--- src/rtl/fpaddsub_normalize_seq.sv ---
// fpaddsub_normalize_seq
//
// Sequential post-add normalizer for the FP add/sub datapath. It accepts one
// raw adder result, then shifts it one step per cycle until the hidden bit
// sits in place. A carry-out shifts it right with sticky collection. Leading
// zeros shift it left, either coarsely or one bit at a time. The exponent
// tracks every shift. The result is presented to the rounding stage.
//
// Sum vector layout (VW = `MANTISSA+5):
//   [VW-1] carry, [VW-2] hidden, [VW-3:3] fraction, [2] G, [1] R, [0] S
//
// Configuration macro: NORM_SUBNORMAL_EN
//   defined   -> exponent underflow yields a subnormal (NormE=0, vector kept)
//   undefined -> exponent underflow flushes the result to zero and sets UF
//
// Ports:
//   clk, rst       clock, synchronous active-high reset
//   in_valid       operand valid          in_ready   block is idle
//   in_sum         raw adder result       in_exp     pre-normalization exponent
//   in_side        {Sa, Sb, Ctrl, MaxAB}  out_side   in_side captured at accept
//   out_valid      result valid           out_ready  downstream accepts
//   ZeroSum        result is zero         UF         flushed by underflow
//   NormE          normalized exponent (one extra bit, never wraps)
//   NormM          normalized fraction    G, R, S    guard/round/sticky

`ifndef EXPONENT
`define EXPONENT 5
`endif
`ifndef MANTISSA
`define MANTISSA 10
`endif

module fpaddsub_normalize_seq #(
    parameter int COARSE_SHIFT = 4
) (
    input  logic                   clk,
    input  logic                   rst,
    input  logic                   in_valid,
    output logic                   in_ready,
    input  logic [`MANTISSA+4:0]   in_sum,
    input  logic [`EXPONENT-1:0]   in_exp,
    input  logic [3:0]             in_side,
    output logic                   out_valid,
    input  logic                   out_ready,
    output logic                   ZeroSum,
    output logic [`EXPONENT:0]     NormE,
    output logic [`MANTISSA-1:0]   NormM,
    output logic                   G,
    output logic                   R,
    output logic                   S,
    output logic [3:0]             out_side,
    output logic                   UF
);

    localparam int EW = `EXPONENT;
    localparam int MW = `MANTISSA;
    localparam int VW = MW + 5;
    localparam int CB = VW - 1;   // carry bit
    localparam int HB = VW - 2;   // hidden bit

    localparam logic [EW:0] ONE_E = {{EW{1'b0}}, 1'b1};
    localparam logic [EW:0] CS_E  = (EW + 1)'(COARSE_SHIFT);

    typedef enum logic [1:0] {
        IDLE  = 2'd0,
        SHIFT = 2'd1,
        DONE  = 2'd2
    } state_t;

    state_t          state, state_n;
    logic [VW-1:0]   vec_q, vec_n;
    logic [EW:0]     exp_q, exp_n;
    logic            zero_q, zero_n;
    logic            uf_q, uf_n;
    logic [3:0]      side_q, side_n;

    // Right shift by one; the bit falling off the end is folded into sticky
    // so rounding still sees that something nonzero was discarded.
    function automatic logic [VW-1:0] rshift_sticky(input logic [VW-1:0] v);
        return {1'b0, v[VW-1:2], v[1] | v[0]};
    endfunction

    always_comb begin
        state_n = state;
        vec_n   = vec_q;
        exp_n   = exp_q;
        zero_n  = zero_q;
        uf_n    = uf_q;
        side_n  = side_q;
        case (state)
            IDLE: begin
                if (in_valid) begin
                    vec_n   = in_sum;
                    exp_n   = {1'b0, in_exp};
                    side_n  = in_side;
                    zero_n  = 1'b0;
                    uf_n    = 1'b0;
                    state_n = SHIFT;
                end
            end
            SHIFT: begin
                if (vec_q == '0) begin
                    zero_n  = 1'b1;
                    exp_n   = '0;
                    state_n = DONE;
                end else if (vec_q[CB]) begin
                    vec_n = rshift_sticky(vec_q);
                    exp_n = exp_q + ONE_E;
                end else if (vec_q[HB]) begin
                    state_n = DONE;
                end else if (exp_q <= ONE_E) begin
                    // Exponent exhausted before the hidden bit arrived.
`ifdef NORM_SUBNORMAL_EN
                    exp_n   = '0;
`else
                    zero_n  = 1'b1;
                    uf_n    = 1'b1;
                    exp_n   = '0;
                    vec_n   = '0;
`endif
                    state_n = DONE;
                end else if (vec_q[HB -: COARSE_SHIFT] == '0 && exp_q > CS_E) begin
                    // Strict '>' keeps the exponent at 1 or more after a coarse step.
                    vec_n = vec_q << COARSE_SHIFT;
                    exp_n = exp_q - CS_E;
                end else begin
                    vec_n = vec_q << 1;
                    exp_n = exp_q - ONE_E;
                end
            end
            DONE: begin
                if (out_ready) state_n = IDLE;
            end
            default: state_n = IDLE;
        endcase
    end

    // ---- state / working-vector register boundary ----
    always_ff @(posedge clk) begin
        if (rst) begin
            state  <= IDLE;
            vec_q  <= '0;
            exp_q  <= '0;
            zero_q <= 1'b0;
            uf_q   <= 1'b0;
            side_q <= '0;
        end else begin
            state  <= state_n;
            vec_q  <= vec_n;
            exp_q  <= exp_n;
            zero_q <= zero_n;
            uf_q   <= uf_n;
            side_q <= side_n;
        end
    end

    assign in_ready  = (state == IDLE) && !rst;
    assign out_valid = (state == DONE);
    assign ZeroSum   = zero_q;
    assign NormE     = exp_q;
    assign NormM     = vec_q[HB-1:3];
    assign G         = vec_q[2];
    assign R         = vec_q[1];
    assign S         = vec_q[0];
    assign out_side  = side_q;
    assign UF        = uf_q;

endmodule

--- config.mk ---
export PLATFORM = sky130hd
export DESIGN_NAME = fpaddsub_normalize_seq
export DESIGN_NICKNAME = d
export VERILOG_FILES = /design/src/rtl/fpaddsub_normalize_seq.sv
export SDC_FILE = /design/constraint.sdc
export NUM_CORES = 1
export LEC_CHECK = 0
export BUFFER_PORTS_ARGS = -buffer_cell sky130_fd_sc_hd__buf_2
export CAP_MARGIN = 20
export CORE_MARGIN = 10
export CORE_UTILIZATION = 35
export CTS_CLUSTER_SIZE = 14
export DETAILED_ROUTE_END_ITERATION = 8
export PLACE_DENSITY = 0.59
export SYNTH_ARGS = -nofsm -noshare
export SYNTH_HDL_FRONTEND = slang
export SYNTH_SLANG_ARGS = --single-unit
--- constraint.sdc ---
create_clock -name clk -period 2.81 [get_ports clk]
set_input_delay 0.4215 -clock clk [delete_from_list [all_inputs] [get_ports clk]]
set_output_delay 0.4215 -clock clk [all_outputs]
set_load 0.01 [all_outputs]
==> results of run 1 <==
## synthesized netlist by cell type (2+ instances only)
| library cell | number |
|---|---|
| nand2_1 | 32 |
| a21oi_1 | 30 |
| dfxtp_1 | 29 |
| a221oi_1 | 23 |
| inv_1 | 18 |
| nor2_1 | 16 |
| clkbuf_1 | 12 |
| buf_4 | 10 |
| ha_1 | 8 |
| a211oi_1 | 7 |
| mux2i_1 | 7 |
| o21ai_0 | 6 |
| nand3_1 | 5 |
| nand2b_1 | 4 |
| nor3_1 | 4 |
| o21ai_1 | 4 |
| o311ai_1 | 4 |
| and2_1 | 3 |
| nor2b_1 | 3 |
| o21a_1 | 3 |
| or2_1 | 3 |
| a21o_1 | 2 |
| a31o_1 | 2 |
| a31oi_1 | 2 |
| and3_1 | 2 |
| buf_2 | 2 |
| buf_6 | 2 |
| mux2_1 | 2 |
| nand4_1 | 2 |
| nor4_1 | 2 |
| o211ai_1 | 2 |
| o21ai_2 | 2 |
| o221ai_1 | 2 |
| or2_2 | 2 |
## power groups by stage
| stage | sequential, mW | clock, mW | combinational (mW) |
|---|---|---|---|
| detailed placement | 0.619 | 0 | 0.836 |
| floorplan | 0.587 | 0 | 0.653 |
| global route | 0.626 | 0.372 | 0.945 |
| global placement | 0.616 | 0 | 0.846 |
| CTS | 0.610 | 0.354 | 0.844 |
| finish | 0.610 | 0.349 | 0.850 |
## layout make-up
| cell class | instances | area, sq um | area share (%) |
|---|---|---|---|
| tap | 75 | 93.8 | 3.82 |
| multi-input combinational | 200 | 1320 | 53.7 |
| clock inverter | 3 | 17.5 | 0.714 |
| sequential | 29 | 581 | 23.6 |
| clock buffer | 5 | 68.8 | 2.80 |
| inverter | 18 | 67.6 | 2.75 |
| timing repair buffer | 59 | 308 | 12.5 |
## cells by family (layout without fill, tap and decap cells)
logic type,count (synthesis),after routing,synth area share (%)
muxes,9,9,4.36
and+or+nand+nor,80,80,18.1
AOI/OAI and AO/OA,102,102,34.5
DFF,29,29,27.3
buffers and inverters,45,85,10.5
xor gates and xnor gates,1,1,0.413
adders and majority gates,8,8,4.71
## per-layer routing
metal / vias to the layer above / wire length, microns
li1: 1090 / -
met5: - / 0
met1: 1041 / 3210
met2: 87 / 2920
met4: 0 / 61
met3: 7 / 583
## tightest hold or removal path: cells and delay by family
kind | cells | cell delay (ns)
buffers and inverters | 1 | 0.09
AO/OA/AOI/OAI | 1 | 0.05
AND/OR/NAND/NOR | 1 | 0.04
## flip-flops by register name (all words and copies together), names as in the netlist
| signal | flops |
|---|---|
| NormE | 6 |
| out_side | 4 |
| ZeroSum | 1 |
| vec_q | 15 |
| state | 2 |
| UF | 1 |
## how the worst max path moves through the flow
stage | start | end | slack, ns | depth (start not counted)
3_5_place_dp | NormE[2]$_SDFFE_PP0P_ | NormE[5]$_SDFFE_PP0P_ | 0.51 | 7
5_1_grt | NormE[2]$_SDFFE_PP0P_ | NormE[5]$_SDFFE_PP0P_ | 0.36 | 7
2_1_floorplan | NormE[2]$_SDFFE_PP0P_ | vec_q[9]$_SDFFE_PP0P_ | 0.63 | 8
4_1_cts | NormE[2]$_SDFFE_PP0P_ | NormE[5]$_SDFFE_PP0P_ | 0.49 | 7
6_report | NormE[2]$_SDFFE_PP0P_ | NormE[5]$_SDFFE_PP0P_ | 0.48 | 7
3_3_place_gp | NormE[2]$_SDFFE_PP0P_ | NormE[1]$_SDFFE_PP0P_ | 0.59 | 7
==> results_dict.tcl, run 1 <==
set metrics [dict create \
    hold_viol 0 \
    clock-sinks 29 \
    synth_cells 274 \
    ctsResizeCount 0 \
    cp.required_ns 2.99 \
    setup_viol 0 \
    fin_crit_sh_pct 83.0 \
    placed_cells 381 \
    dpl.hpwl_mm 4.97 \
    final_cell_mix "buf_2 (54), nand2_1 (32), a21oi_1 (30)" \
    vdd_drop_max_uv 424 \
    htree_num_levels 2 \
    grt_pass1_wl_mm 11.5 \
    internal_power_mw 1.00 \
    syn_to_final_growth_pct 15.6 \
    syn_avg_cell_area_sq_um 7.75 \
    fin_cells 389 \
    cts_hold_buffers 0 \
    yosysUniqueCellTypes 51 \
    cts_root_buffer "clkbuf_8" \
    synth.area.top_cells "dfxtp_1 (27%), a221oi_1 (9.5%), a21oi_1 (7.1%)" \
    routabilityCongestion 0.887 \
    grt_overflow_total 0 \
    cp.arrival_ns 2.51 \
    clk_pin_slew_worst_paths_ns 0.07 \
    grt_most_used_layer "met2" \
    hold_slack_ns 0.367 \
    path_cells "inv_1 -> ha_1 -> a21oi_1 -> o21ai_2 -> a2111oi_2 -> nand3_1 -> a221oi_1" \
    swShare_pct 44.7 \
    critical-path-top-delay-family "compound AO/OA/AOI/OAI gates" \
    cts_tree "built" \
    grt_max_degree 31 \
    syn_area_sq_um 2120 \
    ys_seq_area_share_pct 27.3 \
    cts_setup_buffers 0 \
    critPathBufInv 1 \
    seqPwrFrac_pct 33.7 \
    use_met2_pct 20.7 \
    dieArea_sq_um 9580 \
    antenna_found_initial 0 \
    switchingPower_mw 0.808 \
    totalNegativeSetupSlack_ns 0 \
    placed_area_sq_um 2370 \
    routed_wl_mm 6.78 \
    coreArea_sq_um 5920 \
    yosysTopAreaCellShare_pct 27.3 \
    cellPowerDensity_nw_per_um2 737 \
    finalMaxSlewViolations 0 \
    holdPathStages 3 \
    crit_fanout 11 \
    synth_edf_count 0 \
    synthesis.nets 310 \
    r2r_end "NormE[5]$_SDFFE_PP0P_" \
    worst_r2r_path_depth 7 \
    wl_per_cell_microns 17.4 \
    drive_above_1_share_pct 23.6 \
    dr.first_iter.drc_count 184 \
    dr_total_vias 2225 \
    criticalPathCategory "flop to flop" \
    power.total_mw 1.81 \
    fin_worst_skew_ns 0.0126 \
    port_buffers 54 \
    start_kind "flop" \
    timing.rr.start "NormE[2]$_SDFFE_PP0P_" \
    min_to "out_side[1]$_SDFFE_PP0P_" \
    cts_buffer_depth 2 \
    status "finished, final reports clean" \
    start_util_pct 35.9 \
    critPathSlowestCell "dfxtp_1" \
    tightest_slew_ns 0.942 \
    ff2ff_setup_slack_ns 0.48 \
    diodes 0 \
    clkPwrFrac_pct 19.3 \
    die_h_microns 97.9 \
    drv_cap 0 \
    grt_pass1_vias 2187 \
    min_period_ns 2.33 \
    rows 28 \
    nNetsFinal 349 \
    remaining_drc_errors 0 \
    cts_buffers 5 \
    final_common_cell "buf_2" \
    ys_ff_latch 29 \
    ant_nets 0 \
    fin_ws_ns 0.479 \
    synth-main-ff-cell "dfxtp_1" \
    slew_headroom_pct 37.2 \
    yosys.area.top_type "dfxtp_1" \
    grt_use_met1_pct 18.8 \
    fmaxAchievable_ghz 0.429 \
    die_w_microns 97.9 \
    grt_setup_unrepaired "false" \
    min_path_type "primary input to flop" \
    combPwrFrac_pct 47.0 \
    pre_cts_slack_ns 0.514 \
    yosys_warnings 0 \
    vias_per_cell 5.72 \
    post-route-util_pct 41.5 \
    final_area_sq_um 2450 \
    grt_use_met3_pct 4.86 \
    slowest_delay_ns 0.54 \
    min_from "in_side[1]" \
    firstDrtPassIters 4 \
    critPathCaptureType "flop" \
    postSynth.asyncResetShare_pct 0 \
    grt_util_all_layers_pct 14.0 \
    clk_latency_ns 0.29 \
    fillers 627 \
    io_pins 55 \
    p_leak_nw 1.05 \
]
No activity file was read; power rests on OpenSTA's default activity.
==> run 2, diff against run 1 <==
==> constraint.sdc (replaced) <==
create_clock -name clk -period 2.45 [get_ports clk]
set_input_delay 0.3675 -clock clk [delete_from_list [all_inputs] [get_ports clk]]
set_output_delay 0.3675 -clock clk [all_outputs]
set_load 0.01 [all_outputs]
==> run 2 against run 1 <==
Net effect:
- combinational power increased by 20%
- largest power group unchanged
- critical endpoint is now vec_q[9]$_SDFFE_PP0P_
- first-iteration DRC count decreased by 8.7%
- register-to-register slack got worse by 0.33 ns
==> results_dict.tcl, run 2 (synthesis gave the netlist of run 1 again) <==
set metrics [dict create \
    status "finished, final reports clean" \
    port_buffers 54 \
    drive_above_1_share_pct 24.9 \
    grt_overflow_total 0 \
    fin_crit_sh_pct 93.9 \
    grt_setup_unrepaired "true" \
    clk_latency_ns 0.28 \
    grt_max_degree 31 \
    largest_register_ffs 15 \
    grt_most_used_layer "met2" \
    min_period_ns 2.30 \
    ff2ff_setup_slack_ns 0.15 \
    clock-sinks 29 \
    coreArea_sq_um 5920 \
    start_kind "flop" \
    internal_power_mw 1.17 \
    grt_use_met3_pct 4.37 \
    cts_setup_buffers 0 \
    grt_util_all_layers_pct 14.3 \
    switchingPower_mw 0.927 \
    rows 28 \
    tightest_slew_ns 0.600 \
    final_common_cell "buf_2" \
    fmaxAchievable_ghz 0.435 \
    start_util_pct 35.9 \
    diodes 0 \
    firstDrtPassIters 4 \
    combPwrFrac_pct 48.4 \
    cellPowerDensity_nw_per_um2 839 \
    grt_use_met1_pct 20.2 \
    remaining_drc_errors 0 \
    p_leak_nw 1.09 \
    cts_root_buffer "clkbuf_8" \
    dieArea_sq_um 9580 \
    cts_buffer_depth 2 \
    clkPwrFrac_pct 18.9 \
    syn_to_final_growth_pct 17.9 \
    fin_worst_skew_ns 0.00613 \
    setup_viol 0 \
    finalMaxSlewViolations 0 \
    dr_total_vias 2227 \
    criticalPathCategory "flop to flop" \
    cts_hold_buffers 0 \
    regMostFlops "vec_q" \
    dr.first_iter.drc_count 168 \
    slew_headroom_pct 60.0 \
    final_cell_mix "buf_2 (54), nand2_1 (32), a21oi_1 (30)" \
    use_met2_pct 20.5 \
    routed_wl_mm 6.93 \
    vias_per_cell 5.62 \
    hold_viol 0 \
    cp.required_ns 2.58 \
    die_w_microns 97.9 \
    min_path_type "primary input to flop" \
    crit_fanout 8 \
    totalNegativeSetupSlack_ns 0 \
    cp.arrival_ns 2.43 \
    htree_num_levels 2 \
    wl_per_cell_microns 17.5 \
    routabilityCongestion 0.872 \
    grt_pass1_wl_mm 11.6 \
    cts_tree "built" \
    ant_nets 0 \
    dpl.hpwl_mm 5.09 \
    io_pins 55 \
    cts_buffers 5 \
    vdd_drop_max_uv 344 \
    grt_pass1_vias 2154 \
    post-route-util_pct 42.3 \
    seqPwrFrac_pct 32.7 \
    critPathCaptureType "flop" \
    swShare_pct 44.1 \
    nNetsFinal 356 \
    antenna_found_initial 0 \
    die_h_microns 97.9 \
    clk_pin_slew_worst_paths_ns 0.07 \
    drv_cap 0 \
]
==> run 2: cell types whose count changed in the layout (fill, tap and decap cells not counted) <==
cell	before	now
buf_4	5	12
clkbuf_1	0	1
clkinvlp_4	1	0
==> run 2: layout make-up <==
cell class | instances | area, sq um
clock buffers | 6 | 72.6
repair buffers | 66 | 360
inverters | 18 | 67.6
multi-input cells | 200 | 1320
well taps | 75 | 93.8
flip-flops and latches | 29 | 581
clock inverters | 2 | 10.0
fillers | 625 | 3420
==> run 2: routing by layer <==
layer  part of all wire [%]  vias up
met1                     48     1043
li1                       -     1099
met3                    8.0        2
met4                   0.33        0
met2                     44       83
met5                      0        -
==> run 2: final timing paths <==
path,endpoint,start,depth (start not counted)
hold / removal,out_side[1]$_SDFFE_PP0P_,in_side[1],3
setup reg to reg,vec_q[9]$_SDFFE_PP0P_,NormE[3]$_SDFFE_PP0P_,7
hold reg to reg,out_side[1]$_SDFFE_PP0P_,out_side[1]$_SDFFE_PP0P_,2
setup / recovery,vec_q[9]$_SDFFE_PP0P_,NormE[3]$_SDFFE_PP0P_,7
==> run 2: repair_timing <==
item,in CTS,in global routing
resized for setup,0,0
setup endpoints to repair,0,2
hold endpoints to repair,0,0
==> run 2: power by group through the flow <==
stage	clock network (mW)	logic (mW)	registers, mW
2_1_floorplan	0	0.749	0.673
3_3_place_gp	0	1.01	0.692
3_5_place_dp	0	1.01	0.696
4_1_cts	0.405	1.01	0.686
5_1_grt	0.426	1.13	0.704
6_report	0.398	1.02	0.686
==> run 2: stage by stage <==
step	setup slack [ns]	power [mW]	instance area (sq um)	std cells	hold slack, ns
2_1_floorplan	0.270	1.42	2120	274	0.478
3_3_place_gp	0.257	1.70	2420	388	0.440
3_5_place_dp	0.169	1.70	2420	388	0.446
4_1_cts	0.164	2.10	2500	396	0.313
5_1_grt	-0.00530	2.26	2500	396	0.323
6_report	0.150	2.10	2500	396	0.316
==> run 2: critical path, stage by stage (launching register included) <==
cell and delay [ns]:
dfxtp_1 0.46, inv_1 0.14, ha_1 0.25, a21oi_1 0.27
o21a_1 0.30, mux2_1 0.35, a221oi_1 0.27, a221oi_1 0.12
==> run 3, diff against run 2 <==
--- a/config.mk
+++ b/config.mk
@@ -7,11 +7,14 @@
 export LEC_CHECK = 0
 export BUFFER_PORTS_ARGS = -buffer_cell sky130_fd_sc_hd__buf_2
 export CAP_MARGIN = 20
+export CELL_PAD_IN_SITES_DETAIL_PLACEMENT = 1
+export CELL_PAD_IN_SITES_GLOBAL_PLACEMENT = 2
+export CORE_ASPECT_RATIO = 0.8
 export CORE_MARGIN = 10
-export CORE_UTILIZATION = 35
+export CORE_UTILIZATION = 30
 export CTS_CLUSTER_SIZE = 14
 export DETAILED_ROUTE_END_ITERATION = 8
-export PLACE_DENSITY = 0.59
+export PLACE_DENSITY = 0.82
 export SYNTH_ARGS = -nofsm -noshare
 export SYNTH_HDL_FRONTEND = slang
 export SYNTH_SLANG_ARGS = --single-unit
==> run 3 against run 2 <==
Net effect:
- global-route usage up 0.92 points
- register-to-register slack better by 0.08 ns
- cell count up 4.3%
- routed wire length up 17%
- flip-flop and latch count unchanged
- critical path type unchanged
- largest cell class unchanged
- highest routed layer unchanged
==> results_dict.tcl, run 3 (synthesis gave the netlist of run 1 again) <==
set metrics [dict create \
    grt_max_degree 22 \
    die_w_microns 114 \
    slew_headroom_pct 49.8 \
    routabilityCongestion 0.822 \
    io_pins 55 \
    holdPathStages 3 \
    ant_nets 0 \
    criticalPathCategory "flop to flop" \
    cellPowerDensity_nw_per_um2 863 \
    clock-sinks 29 \
    cp.required_ns 2.65 \
    register_area_sq_um 581 \
    finalMaxSlewViolations 0 \
    placed_cells 405 \
    cts_hold_buffers 0 \
    critPathSlowestCell "dfxtp_1" \
    grt_use_met1_pct 20.8 \
    use_met2_pct 22.6 \
    critPathCaptureType "flop" \
    p_leak_nw 1.12 \
    grt_use_met3_pct 4.83 \
    cts_buffer_depth 2 \
    min_path_type "primary input to flop" \
    grt_util_all_layers_pct 15.2 \
    antenna_found_initial 0 \
    htree_num_levels 2 \
    critPathBufInv 1 \
    tightest_slew_ns 0.754 \
    port_buffers 54 \
    fillers 895 \
    worstSetupPathDepth 7 \
    fin_crit_sh_pct 90.6 \
    min_period_ns 2.22 \
    totalNegativeSetupSlack_ns 0 \
    crit_fanout 8 \
    critical-path-top-delay-family "compound AO/OA/AOI/OAI gates" \
    remaining_drc_errors 0 \
    drv_cap 0 \
    hold_viol 0 \
    slowest_delay_ns 0.47 \
    dieArea_sq_um 10900 \
    drive_above_1_share_pct 26.7 \
    fin_cells 413 \
    grt_setup_unrepaired "false" \
    grt_pass1_wl_mm 13.5 \
    cts_tree "built" \
    cts_root_buffer "clkbuf_8" \
    die_h_microns 95.2 \
    multiInputGateArea_sq_um 1320 \
    final_common_cell "buf_2" \
    worst_r2r_path_depth 7 \
    rows 27 \
    largest_register_ffs 15 \
    grt_overflow_total 0 \
    vdd_drop_max_uv 247 \
    dr.first_iter.drc_count 170 \
    routed_wl_mm 8.12 \
    dr_total_vias 2318 \
    clk_pin_slew_worst_paths_ns 0.07 \
    path_cells "inv_1 -> ha_1 -> nand2b_1 -> a22o_1 -> a2111o_1 -> a31o_1 -> o32ai_2" \
    cts_buffers 5 \
    diodes 0 \
    grt_most_used_layer "met2" \
    syn_to_final_growth_pct 21.5 \
    setup_viol 0 \
    final_cell_mix "buf_2 (54), nand2_1 (32), a21oi_1 (30)" \
    firstDrtPassIters 4 \
    vias_per_cell 5.61 \
    cts_setup_buffers 0 \
    start_kind "flop" \
    clk_latency_ns 0.28 \
    fmaxAchievable_ghz 0.450 \
    status "finished, final reports clean" \
    nNetsFinal 361 \
    grt_pass1_vias 2501 \
    cp.arrival_ns 2.42 \
    coreArea_sq_um 6890 \
    dpl.hpwl_mm 6.36 \
    wl_per_cell_microns 19.7 \
    regMostFlops "vec_q" \
    fin_worst_skew_ns 0.00573 \
    start_util_pct 30.8 \
]
==> run 3: changes by cell type in the layout (fill, tap and decap cells not counted), sizes merged <==
cell    delta
clkbuf     +1
clkinv     -1
buf        +5
==> run 3: worst min-delay path, delay by kind of cell <==
family	cells	cell delay, ns
compound gates	1	0.05
simple gates	1	0.04
buf+inv	1	0.09
==> run 3: path summary, 6_finish.rpt <==
kind	start	to	slack [ns]
max	NormE[0]$_SDFFE_PP0P_	NormE[2]$_SDFFE_PP0P_	0.23
min	in_side[3]	out_side[3]$_SDFFE_PP0P_	0.32
max reg2reg	NormE[0]$_SDFFE_PP0P_	NormE[2]$_SDFFE_PP0P_	0.23
min reg2reg	ZeroSum$_SDFFE_PP0P_	ZeroSum$_SDFFE_PP0P_	0.46
==> run 3: cell type report <==
class / count / area share, %
Timing Repair Buffer: 71 / 15.4
Sequential cell: 29 / 22.5
Multi-Input combinational cell: 200 / 51.3
Clock inverter: 1 / 0.194
Clock buffer: 7 / 3.73
Inverter: 18 / 2.62
Tap cell: 87 / 4.22
==> run 3: per-layer routing <==
layer / share of wire [%] / vias to the layer above
met5: 0 / -
met4: 0.59 / 0
met3: 8.1 / 6
met2: 42 / 74
met1: 49 / 1127
li1: - / 1111
==> run 3: per-stage QoR <==
stage	util [%]	total power [mW]	hold WS [ns]	setup WS [ns]	instance area, sq um
finish	37.4	2.23	0.320	0.230	2580
global route	37.4	2.40	0.324	0.0197	2580
CTS	37.4	2.24	0.311	0.111	2570
detailed placement	35.9	1.77	0.451	0.153	2470
global placement	35.9	1.75	0.440	0.340	2470
floorplan	-	1.42	0.478	0.270	2120
==> run 3: what timing repair did <==
item	4_1_cts	5_1_grt
endpoints found under the setup margin	0	3
resized for setup	0	1
endpoints found under the hold margin	0	0
==> run 3: power breakdown <==
| group | switching [mW] | internal [mW] |
|---|---|---|
| Clock | 0.204 | 0.254 |
| Sequential | 0.123 | 0.559 |
| Combinational | 0.649 | 0.436 |
